File: src/rtl/radio_cnn_top.sv
`default_nettype none
// radio_cnn_top: streaming ternary-weight classifier; ReLU features, frame mean, dense layer to 24 scores.
// Revision: 1.0
module radio_cnn_top #(
    parameter int FILTER_WIDTH = 128,
    parameter int FRAME_LEN    = 32,
    parameter logic [FILTER_WIDTH-1:0] W1 = {(FILTER_WIDTH/32){32'h40100401}},
    // Default literal encodes w2[k][k mod 16] = +1 for the default 16-feature build.
    parameter logic [24*(FILTER_WIDTH/8)*2-1:0] W2 = {
        256'h00004000_00001000_00000400_00000100_00000040_00000010_00000004_00000001,
        256'h40000000_10000000_04000000_01000000_00400000_00100000_00040000_00010000,
        256'h00004000_00001000_00000400_00000100_00000040_00000010_00000004_00000001}
) (
    input  logic                 clk,
    input  logic                 rst,
    input  logic                 vld_in,
    input  logic [1:0][1:0][7:0] data_in,
    output logic                 vld_out,
    output logic [23:0][9:0]     data_out
);
    localparam int NF      = FILTER_WIDTH / 8;
    localparam int LOG2_FL = $clog2(FRAME_LEN);
    localparam int ACC_W   = 8 + LOG2_FL;
    localparam int Y_W     = 8 + $clog2(NF) + 2;
    localparam logic signed [Y_W-1:0] c_Y_MAX = Y_W'(511);
    localparam logic signed [Y_W-1:0] c_Y_MIN = Y_W'(-512);

    function automatic logic [9:0] f_tern10(input logic [1:0] w, input logic [9:0] v);
        case (w)
            2'b01:   f_tern10 = v;
            2'b11:   f_tern10 = -v;
            default: f_tern10 = '0;
        endcase
    endfunction

    function automatic logic [Y_W-1:0] f_terny(input logic [1:0] w, input logic [Y_W-1:0] v);
        case (w)
            2'b01:   f_terny = v;
            2'b11:   f_terny = -v;
            default: f_terny = '0;
        endcase
    endfunction

    logic [3:0][9:0]          w_x;
    logic [NF-1:0][9:0]       w_s;
    logic [NF-1:0][7:0]       w_feat;
    logic [NF-1:0][ACC_W-1:0] w_sum;
    logic [NF-1:0][7:0]       w_mean;
    logic [23:0][Y_W-1:0]     w_y;
    logic [23:0][9:0]         w_sat;
    logic                     w_frame_end;

    logic [NF-1:0][7:0]       r_feat;
    logic                     r_feat_vld;
    logic [NF-1:0][ACC_W-1:0] r_acc;
    logic [LOG2_FL-1:0]       r_cnt;
    logic [NF-1:0][7:0]       r_mean;
    logic                     r_mean_vld;
    logic                     r_vld_out;
    logic [23:0][9:0]         r_data_out;

    // Layer 1 wraps at 10 bits, then ReLU with saturation to 255.
    always_comb begin
        w_x    = '0;
        w_s    = '0;
        w_feat = '0;
        for (int j = 0; j < 4; j++) begin
            w_x[j] = {{2{data_in[j/2][j%2][7]}}, data_in[j/2][j%2]};
        end
        for (int f = 0; f < NF; f++) begin
            for (int j = 0; j < 4; j++) begin
                w_s[f] = w_s[f] + f_tern10(W1[(f*4+j)*2 +: 2], w_x[j]);
            end
            if (w_s[f][9]) begin
                w_feat[f] = 8'd0;
            end else if (w_s[f][8]) begin
                w_feat[f] = 8'hFF;
            end else begin
                w_feat[f] = w_s[f][7:0];
            end
        end
    end

    // The closing sample is folded in here so the accumulator can clear on the same edge.
    always_comb begin
        w_sum  = '0;
        w_mean = '0;
        for (int f = 0; f < NF; f++) begin
            w_sum[f]  = r_acc[f] + {{LOG2_FL{1'b0}}, r_feat[f]};
            w_mean[f] = w_sum[f][ACC_W-1:LOG2_FL];
        end
    end

    assign w_frame_end = (r_cnt == LOG2_FL'(FRAME_LEN - 1));

    always_comb begin
        w_y   = '0;
        w_sat = '0;
        for (int k = 0; k < 24; k++) begin
            for (int f = 0; f < NF; f++) begin
                w_y[k] = w_y[k] + f_terny(W2[(k*NF+f)*2 +: 2], {{(Y_W-8){1'b0}}, r_mean[f]});
            end
            if ($signed(w_y[k]) > c_Y_MAX) begin
                w_sat[k] = 10'h1FF;
            end else if ($signed(w_y[k]) < c_Y_MIN) begin
                w_sat[k] = 10'h200;
            end else begin
                w_sat[k] = w_y[k][9:0];
            end
        end
    end

    always_ff @(posedge clk or negedge rst) begin
        if (!rst) begin
            r_feat     <= '0;
            r_feat_vld <= 1'b0;
            r_acc      <= '0;
            r_cnt      <= '0;
            r_mean     <= '0;
            r_mean_vld <= 1'b0;
            r_vld_out  <= 1'b0;
            r_data_out <= '0;
        end else begin
            r_feat_vld <= vld_in;
            if (vld_in) begin
                r_feat <= w_feat;
            end
            r_mean_vld <= 1'b0;
            if (r_feat_vld) begin
                r_cnt <= r_cnt + 1'b1;
                if (w_frame_end) begin
                    r_mean     <= w_mean;
                    r_acc      <= '0;
                    r_mean_vld <= 1'b1;
                end else begin
                    r_acc <= w_sum;
                end
            end
            r_vld_out <= r_mean_vld;
            if (r_mean_vld) begin
                r_data_out <= w_sat;
            end
        end
    end

    assign vld_out  = r_vld_out;
    assign data_out = r_data_out;
endmodule
`default_nettype wire

File: config.mk
export PLATFORM = sky130hd
export DESIGN_NAME = radio_cnn_top
export DESIGN_NICKNAME = d
export VERILOG_FILES = /design/src/rtl/radio_cnn_top.sv
export SDC_FILE = /design/constraint.sdc
export NUM_CORES = 1
export LEC_CHECK = 0
export ABC_AREA = 1
export CAP_MARGIN = 25
export CORE_MARGIN = 2
export CORE_UTILIZATION = 45
export CTS_CLUSTER_DIAMETER = 60
export DETAILED_ROUTE_END_ITERATION = 8
export MAX_ROUTING_LAYER = met4
export PLACE_DENSITY = 0.65
export SLEW_MARGIN = 20
export SYNTH_ARGS = -nofsm -noshare
export SYNTH_HDL_FRONTEND = slang
export SYNTH_SLANG_ARGS = --single-unit
File: constraint.sdc
create_clock -name clk -period 5.1 [get_ports clk]
set_input_delay 0.765 -clock clk [delete_from_list [all_inputs] [get_ports clk]]
set_output_delay 0.765 -clock clk [all_outputs]
set_load 0.005 [all_outputs]
==> flow_metrics.env, run 1 <==
export IMPL_max_stage_delay_ns=0.71
export IMPL_syn_avg_cell_area_um2=7.77
export IMPL_postSynthCellCount=3644
export IMPL_die_w_um=255
export IMPL_finalSetupViolCount=0
export IMPL_diodes=0
export IMPL_crit_slowest_cell="buf_4"
export IMPL_crit_path_start_kind="register"
export IMPL_cts_resized_gates=0
export IMPL_drive_above_1_share_pct=6.43
export IMPL_end_kind="register"
export IMPL_firstDrtPassIters=7
export IMPL_ctsHoldBuffers=0
export IMPL_clockPowerShare_pct=30.1
export IMPL_yosys_register_bits=500
export IMPL_dieArea_mm2=0.0649
export IMPL_outcome="completed"
export IMPL_tightest_slew_ns=1.05
export IMPL_wl_per_cell_um=14.7
export IMPL_cp_max_fo=63
export IMPL_critPathKind="register to register"
export IMPL_via_count=23200
export IMPL_arrival_ns=3.63
export IMPL_slew_headroom_pct=30.0
export IMPL_grt_max_degree=120
export IMPL_place_ws_ns=1.98
export IMPL_grt_pass1_vias=21900
export IMPL_nets=3950
export IMPL_syn_cell_area_mm2=0.0283
export IMPL_fmax_mhz=323
export IMPL_ir_worst_vdd_mv=0.281
export IMPL_gp_congestion=0.895
export IMPL_crit_path_cell_trace="ha_1, and3_1, ha_1, nand2_4, buf_4, buf_4, nand2_1, nand2_1"
export IMPL_io_pin_count=276
export IMPL_yosysSeqAreaShare_pct=44.2
export IMPL_rows=91
export IMPL_seqCellArea_mm2=0.0125
export IMPL_seq_power_share_pct=40.4
export IMPL_swShare_pct=35.9
export IMPL_clock_skew_ns=0.0169
export IMPL_fill_cells=5935
export IMPL_die_y_um=255
export IMPL_cts_setup_buffers=0
export IMPL_crit_required_ns=5.64
export IMPL_final_util_pct=52.8
export IMPL_min_period_ns=3.10
export IMPL_fin_crit_sh_pct=60.7
export IMPL_r2r_start="r_cnt[0]"
export IMPL_p_int_w=0.00884
export IMPL_final_hold_viol_count=0
export IMPL_cts_max_path_buffers=3
export IMPL_max_cap_violations=0
export IMPL_stdcell_count=4664
export IMPL_crit_end="r_mean[106]"
export IMPL_r2r_end="r_mean[106]"
export IMPL_grt_overflow=0
export IMPL_yosys_warnings=0
export IMPL_wl_um=68600
export IMPL_drtIter0Drc=1317
export IMPL_clk_latency_ns=0.61
export IMPL_tritoncts="built"
export IMPL_cts_sinks=500
export IMPL_ys_types=30
export IMPL_post_route_drc_count=0
export IMPL_area_growth_pct=15.5
export IMPL_cts_max_level=2
export IMPL_viasPerCell=4.98
export IMPL_track_usage_pct=22.0
export IMPL_grt_antenna_before_repair=0
export IMPL_startpoint="r_cnt[0]"
export IMPL_leakage_nw=17.3
export IMPL_root_buffer="clkbuf_16"
export IMPL_hp_class="input port to async pin"
export IMPL_cts_buffers=56
export IMPL_layout_setup_ws_ns=2.00
export IMPL_ant_nets=0
export IMPL_multiInputGateArea_mm2=0.0133
export IMPL_coreArea_mm2=0.0619
export IMPL_initial_core_util_pct=45.7
export IMPL_dp_cells=4563
export IMPL_power_density_mw_per_mm2=422
export IMPL_p_comb_share_pct=29.5
export IMPL_rsz0062_at_grt="false"
export IMPL_portBuffers=227
export IMPL_grt_pass1_wl_um=113000
export IMPL_hpwlAfterDp_um=47100
export IMPL_reg2reg_depth=8
export IMPL_finalMaxSlewViolations=0
export IMPL_setup_tns_ns=0
export IMPL_clk_pin_slew_ns=0.06
export IMPL_reg2reg_slack_ns=2.00
export IMPL_power_switching_w=0.00496
==> placed cells by master, fill, tap and decap left out, drive strengths merged, types with 81 or more instances in the layout <==
| cell | netlist | final |
|---|---|---|
| nand2 | 1332 | 1332 |
| dfrtp | 500 | 500 |
| nand3 | 445 | 445 |
| inv | 370 | 373 |
| clkdlybuf4s50 | 0 | 225 |
| nor2 | 170 | 170 |
| a21oi | 125 | 125 |
| mux2 | 123 | 123 |
| ha | 114 | 114 |
| o21ai | 82 | 82 |
| clkbuf | 52 | 81 |
==> routing by layer <==
| layer | global-route usage, % | share of wire, % |
|---|---|---|
| met5 | - | 0 |
| met4 | 4.61 | 2.0 |
| met3 | 2.82 | 4.4 |
| met2 | 33.2 | 43 |
| met1 | 31.9 | 50 |
==> Yosys cell counts <==
cell         n  area share, %
a21oi_1    125            2.2
o21ai_1      4          0.071
a31oi_1      3          0.066
nor3_1      20           0.35
o21ai_0     78            1.4
fa_1        16            1.1
a22o_1      21           0.65
inv_2        2          0.027
dfrtp_1    500             44
o22ai_1     11           0.24
conb_1       1          0.013
ha_1       114            5.0
buf_4      118            3.1
and2_1       8           0.18
or2_1        1          0.022
xor2_1      27           0.84
o31ai_1     10           0.27
nand2_1   1332             18
nand3_1    445            7.9
buf_1        8           0.11
and3_1       1          0.022
nand4_1     33           0.73
or2_2        8           0.18
xnor2_1      1          0.031
buf_2       30           0.53
nor2_1     170            2.3
inv_1      368            4.9
nand3b_1    14           0.37
mux2_2     123            4.9
clkbuf_1    52           0.69
==> critical path, delay by kind of cell, from the launching register on <==
family / cells / cell delay, ns
fa+ha+maj: 2 / 0.65
buf+inv: 2 / 1.31
flops: 1 / 0.40
simple gates: 4 / 0.54
==> power groups by stage <==
| stage | clock network (W) | logic (W) | registers, W |
|---|---|---|---|
| 2_1_floorplan | 0 | 0.00320 | 0.00537 |
| 3_3_place_gp | 0 | 0.00399 | 0.00562 |
| 3_5_place_dp | 0 | 0.00407 | 0.00562 |
| 4_1_cts | 0.00426 | 0.00408 | 0.00557 |
| 5_1_grt | 0.00442 | 0.00476 | 0.00570 |
| 6_report | 0.00415 | 0.00407 | 0.00558 |
==> sequential cells by signal, summed over array words and instances (netlist names) <==
| name | count |
|---|---|
| r_feat_vld | 1 |
| r_mean_vld | 1 |
| r_mean | 128 |
| vld_out | 1 |
| r_feat | 28 |
| r_cnt | 5 |
| data_out | 128 |
| r_acc | 208 |
==> worst min-delay path by stage <==
stage / startpoint / slack (ns) / to / cells after the start
3_3_place_gp: r_cnt[3] / 0.46 / r_cnt[3] / 1
6_report: rst / 0.09 / data_out[223] / 1
4_1_cts: rst / 0.1 / data_out[221] / 1
2_1_floorplan: r_mean_vld / 0.35 / vld_out / 0
3_5_place_dp: r_mean[22] / 0.46 / r_mean[22] / 2
5_1_grt: rst / 0.12 / r_mean[55] / 1
==> cells by family (layout without fill, tap and decap cells) <==
kind of cell | after synthesis | after routing | share of synthesized area (%)
buffers and inverters | 578 | 714 | 9.36
AOI/OAI and AO/OA | 252 | 252 | 4.88
muxes | 123 | 123 | 4.89
xor gates and xnor gates | 28 | 28 | 0.866
other | 1 | 48 | 0.0132
DFF | 500 | 500 | 44.2
adders and majority gates | 130 | 130 | 6.17
and+or+nand+nor | 2032 | 2032 | 29.6
==> layout make-up <==
cell class,count,share of cell area (%)
Clock inverter,19,0.754
Multi-Input combinational cell,2613,40.8
Inverter,370,4.29
Clock buffer,81,5.07
Timing Repair Buffer,244,7.61
Sequential cell,500,38.3
Tap cell,837,3.20
==> stage by stage <==
step | area, um2 | hold slack, ns | power (W)
final | 32700 | 0.0934 | 0.0138
after CTS | 32700 | 0.0963 | 0.0139
after floorplan | 28500 | 0.352 | 0.00856
after global routing | 32700 | 0.122 | 0.0149
after global placement | 30800 | 0.462 | 0.00961
after detailed placement | 30800 | 0.460 | 0.00969
No activity file was read; power rests on OpenSTA's default activity.
==> run 2: changes to the inputs <==
clock period = 2.96 ns   (was 5.1 ns; I/O delays follow)
==> run 2 against run 1 <==
Net effect: global-route usage about the same; sequential share of layout area decreased by 0.086 points; combinational power increased by 73%; utilization increased by 0.12 points; cell count increased by 0.19%; register-to-register slack got worse by 1.3 ns; largest power group unchanged.
==> flow_metrics.env, run 2 (synthesis results as in run 1) <==
export IMPL_via_count=23100
export IMPL_viasPerCell=4.95
export IMPL_crit_path_cell_trace="ha_1, and3_1, ha_1, or2_2, inv_6, buf_12, nand2_1, o21ai_0"
export IMPL_clockPowerShare_pct=29.6
export IMPL_io_pin_count=276
export IMPL_min_period_ns=2.22
export IMPL_ir_worst_vdd_mv=0.464
export IMPL_most_common_layout_cells="nand2_1 (1331), dfrtp_1 (499), nand3_1 (445)"
export IMPL_fmax_mhz=450
export IMPL_critical_path_depth=8
export IMPL_cts_buffers=56
export IMPL_swShare_pct=36.3
export IMPL_grt_antenna_before_repair=1
export IMPL_max_stage_delay_ns=0.40
export IMPL_reg2reg_depth=8
export IMPL_tightest_slew_ns=1.02
export IMPL_wl_um=68900
export IMPL_grt_max_degree=207
export IMPL_firstDrtPassIters=6
export IMPL_clk_latency_ns=0.61
export IMPL_grt_pass1_wl_um=113000
export IMPL_cp_common_cell="ha_1"
export IMPL_largest_register="r_acc"
export IMPL_cts_resized_gates=0
export IMPL_cp_max_fo=43
export IMPL_finalMaxSlewViolations=0
export IMPL_track_usage_pct=22.0
export IMPL_cts_sinks=500
export IMPL_final_hold_viol_count=0
export IMPL_cpLargestDelayFamily="buffers and inverters"
export IMPL_drive_above_1_share_pct=6.44
export IMPL_crit_slowest_cell="dfrtp_1"
export IMPL_arrival_ns=2.75
export IMPL_rows=91
export IMPL_clk_pin_slew_ns=0.06
export IMPL_final_common_cell="nand2_1"
export IMPL_portBuffers=227
export IMPL_ant_nets=0
export IMPL_die_y_um=255
export IMPL_hp_class="input port to async pin"
export IMPL_coreArea_mm2=0.0619
export IMPL_leakage_nw=17.3
export IMPL_cts_max_path_buffers=3
export IMPL_p_comb_share_pct=29.8
export IMPL_area_growth_pct=15.7
export IMPL_wl_per_cell_um=14.7
export IMPL_crit_required_ns=3.49
export IMPL_outcome="completed"
export IMPL_initial_core_util_pct=45.7
export IMPL_largest_reg_flops=208
export IMPL_grt_pass1_vias=21600
export IMPL_gp_congestion=0.912
export IMPL_grt_overflow=0
export IMPL_seq_power_share_pct=40.6
export IMPL_cts_max_level=2
export IMPL_power_density_mw_per_mm2=720
export IMPL_dieArea_mm2=0.0649
export IMPL_critPathKind="register to register"
export IMPL_root_buffer="clkbuf_16"
export IMPL_post_route_drc_count=0
export IMPL_slew_headroom_pct=32.1
export IMPL_max_cap_violations=0
export IMPL_crit_path_start_kind="register"
export IMPL_diodes=0
export IMPL_fill_cells=5909
export IMPL_holdWs_ns=0.337
export IMPL_final_util_pct=52.9
export IMPL_p_int_w=0.0150
export IMPL_end_kind="register"
export IMPL_setup_tns_ns=0
export IMPL_finalSetupViolCount=0
export IMPL_power_switching_w=0.00857
export IMPL_drtIter0Drc=1675
export IMPL_path_buf_inv=2
export IMPL_hpwlAfterDp_um=47200
export IMPL_fin_crit_sh_pct=75.0
export IMPL_clock_skew_ns=0.0115
export IMPL_die_w_um=255
export IMPL_tritoncts="built"
export IMPL_rsz0062_at_grt="false"
export IMPL_nets=3957
## run 2: path summary, 6_finish.rpt
kind	endpoint	from	slack [ns]
setup / recovery	r_acc[93]	r_cnt[0]	0.74
max in group asynchronous	r_mean[37]	rst	1.74
min in group clk	r_feat[36]	data_in[4]	0.42
setup reg to reg	r_acc[93]	r_cnt[0]	0.74
hold / removal	r_acc[88]	rst	0.34
hold reg to reg	r_cnt[3]	r_cnt[3]	0.47
## run 2: through the flow
stage	power [W]	std cells	cell area, um2	setup WS, ns
finish	0.0236	4673	32800	0.740
global route	0.0254	4673	32800	0.525
CTS	0.0238	4673	32800	0.720
detailed placement	0.0167	4570	30900	0.722
global placement	0.0165	4570	30900	0.785
floorplan	0.0148	3691	28500	1.12
## run 2: layer usage
layer  global-route usage [%]  part of all wire [%]  vias up
met5                        -                     0        -
met4                     4.34                   1.7        0
met2                     32.9                    44      467
li1                         -                     -    11900
met3                     2.68                   4.6       73
met1                     32.4                    50    10700
## run 2: area by class of cell
class / instances / area (um2) / share of cell area [%]
Inverter: 370 / 1400 / 4.28
Multi-Input combinational cell: 2613 / 13300 / 40.7
Clock buffer: 81 / 1590 / 4.84
Tap cell: 837 / 1050 / 3.20
Clock inverter: 21 / 248 / 0.756
Timing Repair Buffer: 251 / 2630 / 8.03
Sequential cell: 500 / 12500 / 38.2
## run 2: power by group through the flow
stage	Clock [W]	Combinational, W	Sequential, W
2_1_floorplan	0	0.00551	0.00925
3_3_place_gp	0	0.00689	0.00964
3_5_place_dp	0	0.00703	0.00964
4_1_cts	0.00716	0.00705	0.00957
5_1_grt	0.00743	0.00820	0.00979
6_report	0.00698	0.00704	0.00958
## run 2: what timing repair did
action | CTS | global route
endpoints found under the hold margin | 30 | 0
hold buffers | 1 | 0
setup buffers | 0 | 0
endpoints found under the setup margin | 0 | 0
## run 2: worst register-to-register path: stages, from the launching register on
cell and delay, ns:
dfrtp_1 0.40, ha_1 0.22, and3_1 0.15, ha_1 0.18
or2_2 0.34, inv_6 0.31, buf_12 0.32, nand2_1 0.10
o21ai_0 0.14
